--- config.mk ---
export PLATFORM = sky130hd
export DESIGN_NAME = cpu_bus_router
export DESIGN_NICKNAME = d
export VERILOG_FILES = /design/src/rtl/cpu_bus_pkg.sv /design/src/rtl/sat_counter.sv /design/src/rtl/cpu_bus_router.sv
export SDC_FILE = /design/constraint.sdc
export NUM_CORES = 1
export LEC_CHECK = 0
export ABC_AREA = 1
export CAP_MARGIN = 10
export CORE_AREA = 2 2 76 151
export DETAILED_ROUTE_END_ITERATION = 10
export DIE_AREA = 0 0 78 153
export PLACE_DENSITY = 0.95
export SLEW_MARGIN = 20
export SYNTH_ARGS = -nofsm -noshare
export SYNTH_HDL_FRONTEND = slang
export SYNTH_SLANG_ARGS = --single-unit
--- constraint.sdc ---
create_clock -name clk -period 3.2 [get_ports clk]
set_clock_uncertainty 0.2 [all_clocks]
set_input_delay 0.64 -clock clk [delete_from_list [all_inputs] [get_ports clk]]
set_output_delay 0.64 -clock clk [all_outputs]
set_load 0.05 [all_outputs]
--- src/rtl/cpu_bus_pkg.sv ---
// Shared types, constants and helpers for the host-to-register-slave router.
package cpu_bus_pkg;

  typedef enum logic [1:0] {
    IDLE     = 2'd0,
    WAIT_ACK = 2'd1,
    RESP     = 2'd2
  } state_e;

  localparam logic [15:0] TIMEOUT_DATA = 16'hDEAD;

  function automatic int sel_bits(input int n);
    return (n <= 2) ? 1 : $clog2(n);
  endfunction

endpackage

--- src/rtl/sat_counter.sv ---
// Saturating up-counter with synchronous clear; clear beats increment.
module sat_counter #(
  parameter int WIDTH = 8
) (
  input  logic             clk,
  input  logic             reset_n,
  input  logic             i_clr,
  input  logic             i_inc,
  output logic [WIDTH-1:0] o_count
);

  logic [WIDTH-1:0] r_count;

  always_ff @(posedge clk or negedge reset_n) begin
    if (!reset_n) begin
      r_count <= '0;
    end else if (i_clr) begin
      r_count <= '0;
    end else if (i_inc && (r_count != '1)) begin
      r_count <= r_count + WIDTH'(1);
    end
  end

  assign o_count = r_count;

endmodule

--- src/rtl/cpu_bus_router.sv ---
// Routes single host register requests to one of NUM_SLAVES slaves,
// with ack timeout, error/drop accounting and a registered response.
module cpu_bus_router
  import cpu_bus_pkg::*;
#(
  parameter int NUM_SLAVES     = 4,
  parameter int ADDR_WIDTH     = 17,
  parameter int DATA_WIDTH     = 16,
  parameter int TIMEOUT_CYCLES = 64
) (
  input  logic                             clk,
  input  logic                             reset_n,
  input  logic                             up_req,
  input  logic                             up_req_is_wr,
  input  logic [ADDR_WIDTH-1:0]            up_addr,
  input  logic [DATA_WIDTH-1:0]            up_wr_data,
  input  logic [DATA_WIDTH-1:0]            up_wr_biten,
  output logic                             up_rd_ack,
  output logic                             up_wr_ack,
  output logic [DATA_WIDTH-1:0]            up_rd_data,
  output logic [NUM_SLAVES-1:0]            dn_req,
  output logic                             dn_req_is_wr,
  output logic [ADDR_WIDTH-1:0]            dn_addr,
  output logic [DATA_WIDTH-1:0]            dn_wr_data,
  output logic [DATA_WIDTH-1:0]            dn_wr_biten,
  input  logic [NUM_SLAVES-1:0]            dn_rd_ack,
  input  logic [NUM_SLAVES-1:0]            dn_wr_ack,
  input  logic [NUM_SLAVES*DATA_WIDTH-1:0] dn_rd_data,
  input  logic                             clear_counts,
  output logic [7:0]                       err_count,
  output logic [7:0]                       drop_count
);

  localparam int SB = sel_bits(NUM_SLAVES);
  localparam int CW = $clog2(TIMEOUT_CYCLES + 1);
  localparam logic [DATA_WIDTH-1:0] TO_DATA = DATA_WIDTH'(TIMEOUT_DATA);

  state_e                r_state, w_state;
  logic [SB-1:0]         r_sel, w_sel;
  logic                  w_mapped;
  logic                  r_is_wr;
  logic [ADDR_WIDTH-1:0] r_addr;
  logic [DATA_WIDTH-1:0] r_wr_data, r_wr_biten;
  logic [CW-1:0]         r_cnt, w_cnt;
  logic [NUM_SLAVES-1:0] r_dn_req, w_dn_req;
  logic                  r_rd_ack, w_rd_ack;
  logic                  r_wr_ack, w_wr_ack;
  logic [DATA_WIDTH-1:0] r_rd_data, w_rd_data;
  logic                  w_latch, w_err_inc, w_drop_inc;
  logic                  w_hit_rd, w_hit_wr;
  logic [DATA_WIDTH-1:0] w_slv_data;

  assign w_sel    = up_addr[ADDR_WIDTH-1 -: SB];
  assign w_mapped = (32'(w_sel) < 32'(NUM_SLAVES));

  always_comb begin
    w_hit_rd   = 1'b0;
    w_hit_wr   = 1'b0;
    w_slv_data = '0;
    for (int i = 0; i < NUM_SLAVES; i++) begin
      if (r_sel == SB'(i)) begin
        w_hit_rd   = dn_rd_ack[i];
        w_hit_wr   = dn_wr_ack[i];
        w_slv_data = dn_rd_data[i*DATA_WIDTH +: DATA_WIDTH];
      end
    end
  end

  // Counter is 0 on the dn_req cycle; acks are still honoured on the
  // cycle it holds TIMEOUT_CYCLES, after which the error response fires.
  always_comb begin
    w_state    = r_state;
    w_cnt      = r_cnt;
    w_dn_req   = '0;
    w_rd_ack   = 1'b0;
    w_wr_ack   = 1'b0;
    w_rd_data  = r_rd_data;
    w_latch    = 1'b0;
    w_err_inc  = 1'b0;
    w_drop_inc = 1'b0;
    unique case (r_state)
      IDLE: begin
        if (up_req) begin
          if (w_mapped) begin
            w_latch  = 1'b1;
            w_dn_req = NUM_SLAVES'(1) << w_sel;
            w_cnt    = '0;
            w_state  = WAIT_ACK;
          end else begin
            w_state   = RESP;
            w_err_inc = 1'b1;
            w_rd_ack  = !up_req_is_wr;
            w_wr_ack  = up_req_is_wr;
            if (!up_req_is_wr) w_rd_data = TO_DATA;
          end
        end
      end
      WAIT_ACK: begin
        w_drop_inc = up_req;
        if (r_is_wr ? w_hit_wr : w_hit_rd) begin
          w_rd_ack = !r_is_wr;
          w_wr_ack = r_is_wr;
          if (!r_is_wr) w_rd_data = w_slv_data;
          w_state = IDLE;
        end else if (r_cnt == CW'(TIMEOUT_CYCLES)) begin
          w_err_inc = 1'b1;
          w_rd_ack  = !r_is_wr;
          w_wr_ack  = r_is_wr;
          if (!r_is_wr) w_rd_data = TO_DATA;
          w_state = IDLE;
        end else begin
          w_cnt = r_cnt + CW'(1);
        end
      end
      RESP: begin
        w_drop_inc = up_req;
        w_state    = IDLE;
      end
      default: w_state = IDLE;
    endcase
  end

  always_ff @(posedge clk or negedge reset_n) begin
    if (!reset_n) begin
      r_state    <= IDLE;
      r_cnt      <= '0;
      r_dn_req   <= '0;
      r_rd_ack   <= 1'b0;
      r_wr_ack   <= 1'b0;
      r_rd_data  <= '0;
      r_sel      <= '0;
      r_is_wr    <= 1'b0;
      r_addr     <= '0;
      r_wr_data  <= '0;
      r_wr_biten <= '0;
    end else begin
      r_state   <= w_state;
      r_cnt     <= w_cnt;
      r_dn_req  <= w_dn_req;
      r_rd_ack  <= w_rd_ack;
      r_wr_ack  <= w_wr_ack;
      r_rd_data <= w_rd_data;
      if (w_latch) begin
        r_sel      <= w_sel;
        r_is_wr    <= up_req_is_wr;
        r_addr     <= up_addr;
        r_wr_data  <= up_wr_data;
        r_wr_biten <= up_wr_biten;
      end
    end
  end

  assign up_rd_ack    = r_rd_ack;
  assign up_wr_ack    = r_wr_ack;
  assign up_rd_data   = r_rd_data;
  assign dn_req       = r_dn_req;
  assign dn_req_is_wr = r_is_wr;
  assign dn_addr      = r_addr;
  assign dn_wr_data   = r_wr_data;
  assign dn_wr_biten  = r_wr_biten;

  sat_counter #(.WIDTH(8)) u_err_cnt (
    .clk     (clk),
    .reset_n (reset_n),
    .i_clr   (clear_counts),
    .i_inc   (w_err_inc),
    .o_count (err_count)
  );

  sat_counter #(.WIDTH(8)) u_drop_cnt (
    .clk     (clk),
    .reset_n (reset_n),
    .i_clr   (clear_counts),
    .i_inc   (w_drop_inc),
    .o_count (drop_count)
  );

endmodule

==> impl_results.md <==
- Outcome: completed
- # diodes: 0
- Number of max-cap violations: 0
- Clock sink count: 96
- DR vias: 4920
- Crit-path slowest cell: clkdlybuf4s50_1
- Crit-path max FO: 21
- Sw frac: 49.2%
- Crit Path Class: reg -> out
- Fin. max-slew vios: 0
- Power share of the sequential group: 27.4%
- CP Cell Sequence: clkdlybuf4s50_1
- P_int: 0.00378 W
- P&R area growth vs syn: 53.4%
- Routed length per instance: 14.5 µm
- Mapped Cells: 647
- Reg2Reg Setup Slack: 500 ps
- Nets@finish: 979
- Post-Synth Simple-Gate Area: 36.9%
- Pre-antenna DRT Iters: 5
- Worst Path Arrival: 2020 ps
- Final Hold Viols: 0
- CP Launch Type: flip-flop
- Max clock buf depth: 2
- Setup Viol. Count Final: 0
- Max-slew headroom: 38.3%
- Postcts setup bufs: 0
- Register area share after synthesis: 49.6%
- Synth warn: 0
- Peak VDD IR: 0.791 mV
- Worst Setup SP: r_sel[1]
- Clk_lat worst skew: 330 ps
- HPWL Detailed: 11100 µm
- Die ar.: 0.0119 mm²
- RSZ-0062 raised after global routing: false
- Hold-fix buffers, CTS: 0
- Mux share of post-synthesis cell area: 0%
- Sum Neg Setup Slack: 0 ps
- Logic pwr share: 55.9%
- Placed Area: 0.00708 mm²
- Vias in the first global route: 4942
- RePlAce Congestion: 1.02
- Resize count post-CTS: 0
- Critical path buffer and inverter count: 1
- Die Y: 153 µm
- Initial antenna violation count: 0
- Width of the die: 78 µm
- Buffers on Ports: 213
- # DRC: 0
- Worst-path clk slew: 70 ps
- Synth unique cells: 27
- Worst-Margin Slew: 926 ps
- Cell count of the worst reg-to-reg path: 11
- Row count: 54
- Starting Density: 44.8%
- Min Hold Slack: 101 ps
- CP top delay family: buffers and inverters
- # H-tree levels: 3
- IO Pins: 214
- CP endpoint kind: output pin
- Synth Area in Adders: 1.03%
- Largest net degree at the start of global routing: 54
- Net Sw Power: 0.00366 W
- First-pass GRT wire length: 23500 µm
- Post-route ant nets: 0
- Synthesis-stage register bit count: 96
- Crit path depth: 1
- Initial DRC count: 358
- Peak Freq: 349 MHz
- Lkg Pwr: 3.62 nW
- Vias/cell: 4.95
- Syn Nets: 777
- Synthesized cell area: 0.00484 mm²
- Pwr Density: 1000 mW/mm²
- Clock power frac: 16.7%
- Total track usage: 24.6%
- Share of layout cells above drive strength 1: 5.15%
- CTS Buf Count: 9
- Crit-path max cell delay: 930 ps
- DRT Wirelength: 14400 µm
- R2R Path Start: r_sel[1]
- Tot Pwr: 0.00745 W
- Cell area after layout: 0.00743 mm²
- Synth Area in Compound Gates: 4.88%
- CORE AREA: 0.0108 mm²
- Syn avg cell area: 7.49 µm²
- Main combinational cell family by area after synthesis: simple AND/OR/NAND/NOR gates
- CTS tree: done
- Required time worst endpoint: 2360 ps
- Grt total ovfl: 0
- Part of the cycle the worst path needs: 89.5%
- XOR/XNOR Fraction of Synth Area: 1.81%
- CTS Root Cell: clkbuf_16
- Min-Delay Path Class: in -> async
- Minimum clock period: 2860 ps
per-stage QoR:
| step | util, % | worst slack [ps] | instances |
|---|---|---|---|
| 3_3_place_gp | 65.5 | 612 | 978 |
| 5_1_grt | 68.7 | 248 | 994 |
| 6_report | 68.7 | 338 | 994 |
| 4_1_cts | 68.7 | 326 | 994 |
| 2_1_floorplan | - | 1110 | 647 |
| 3_5_place_dp | 65.5 | 527 | 978 |
cell usage after synthesis:
cell,number,area [µm²]
a21boi_0,2,15.0
a21boi_1,1,7.51
a21oi_1,2,10.0
a31oi_4,1,21.3
buf_2,9,45.0
buf_4,2,15.0
buf_6,1,11.3
clkbuf_1,15,56.3
dfrtp_1,96,2400
ha_1,4,50.1
inv_1,35,131
inv_2,6,22.5
nand2_1,287,1080
nand2_2,7,43.8
nand3_1,65,325
nand3_2,2,20.0
nand3_4,1,17.5
nand4_1,11,68.8
nand4_2,1,12.5
nor2_1,42,158
nor2_4,1,11.3
nor3_1,8,40.0
o21ai_0,35,175
o21bai_1,1,7.51
or2_2,2,12.5
xnor2_1,4,35.0
xor2_1,6,52.6
power groups by stage:
stage / clock network (W) / logic (W) / registers [W]
3_3_place_gp: 0 / 0.00411 / 0.00204
6_report: 0.00125 / 0.00416 / 0.00204
3_5_place_dp: 0 / 0.00417 / 0.00205
4_1_cts: 0.00128 / 0.00418 / 0.00204
5_1_grt: 0.00133 / 0.00445 / 0.00210
2_1_floorplan: 0 / 0.00136 / 0.00342
area by class of cell:
type / count / area, µm²
fillers: 823 / 3380
flip-flops and latches: 96 / 2400
repair buffers: 218 / 2180
multi-input cells: 483 / 2170
clock buffers: 10 / 239
well taps: 140 / 175
inverters: 41 / 154
clock inverters: 6 / 113
layer usage:
metal,share of wire [%],track usage [%]
met5,0,0
met4,4.5,12.5
met3,6.3,5.90
met2,53,43.6
met1,37,26.6
sequential cells by signal (all words and copies together) (netlist names), 2 cells and up:
register and count:
up_rd_data 16, dn_wr_data 16, dn_wr_biten 16, dn_addr 15
dn_req 4, r_cnt 7, u_drop_cnt.o_count 8, u_err_cnt.o_count 8
r_sel 2
placed cells by master (no fill, tap or decap), types with 3 or more instances in the layout:
cell / Yosys / final
nor2_1: 42 / 41
inv_1: 35 / 34
xnor2_1: 4 / 4
nand2_1: 287 / 287
nand2_2: 7 / 7
ha_1: 4 / 4
nand3_1: 65 / 65
inv_2: 6 / 6
nand4_1: 11 / 11
clkdlybuf4s50_1: 0 / 212
o21ai_0: 35 / 35
bufinv_16: 0 / 3
dfrtp_1: 96 / 96
nor3_1: 8 / 8
xor2_1: 6 / 6
clkbuf_16: 0 / 9
buf_4: 2 / 5
cells by family (layout without fill, tap and decap cells):
| logic type | count (synthesis) | in the layout |
|---|---|---|
| flops | 96 | 96 |
| buf+inv | 68 | 275 |
| fa+ha+maj | 4 | 4 |
| xor+xnor | 10 | 10 |
| simple gates | 427 | 427 |
| compound gates | 42 | 42 |
path summary, 6_finish.rpt:
kind,to
min reg2reg,dn_addr[6]
min,u_err_cnt.o_count[7]
max in group asynchronous,dn_addr[14]
max,dn_addr[16]
max reg2reg,up_rd_data[10]
min in group clk,dn_addr[6]
No activity file was read; power rests on OpenSTA's default activity.
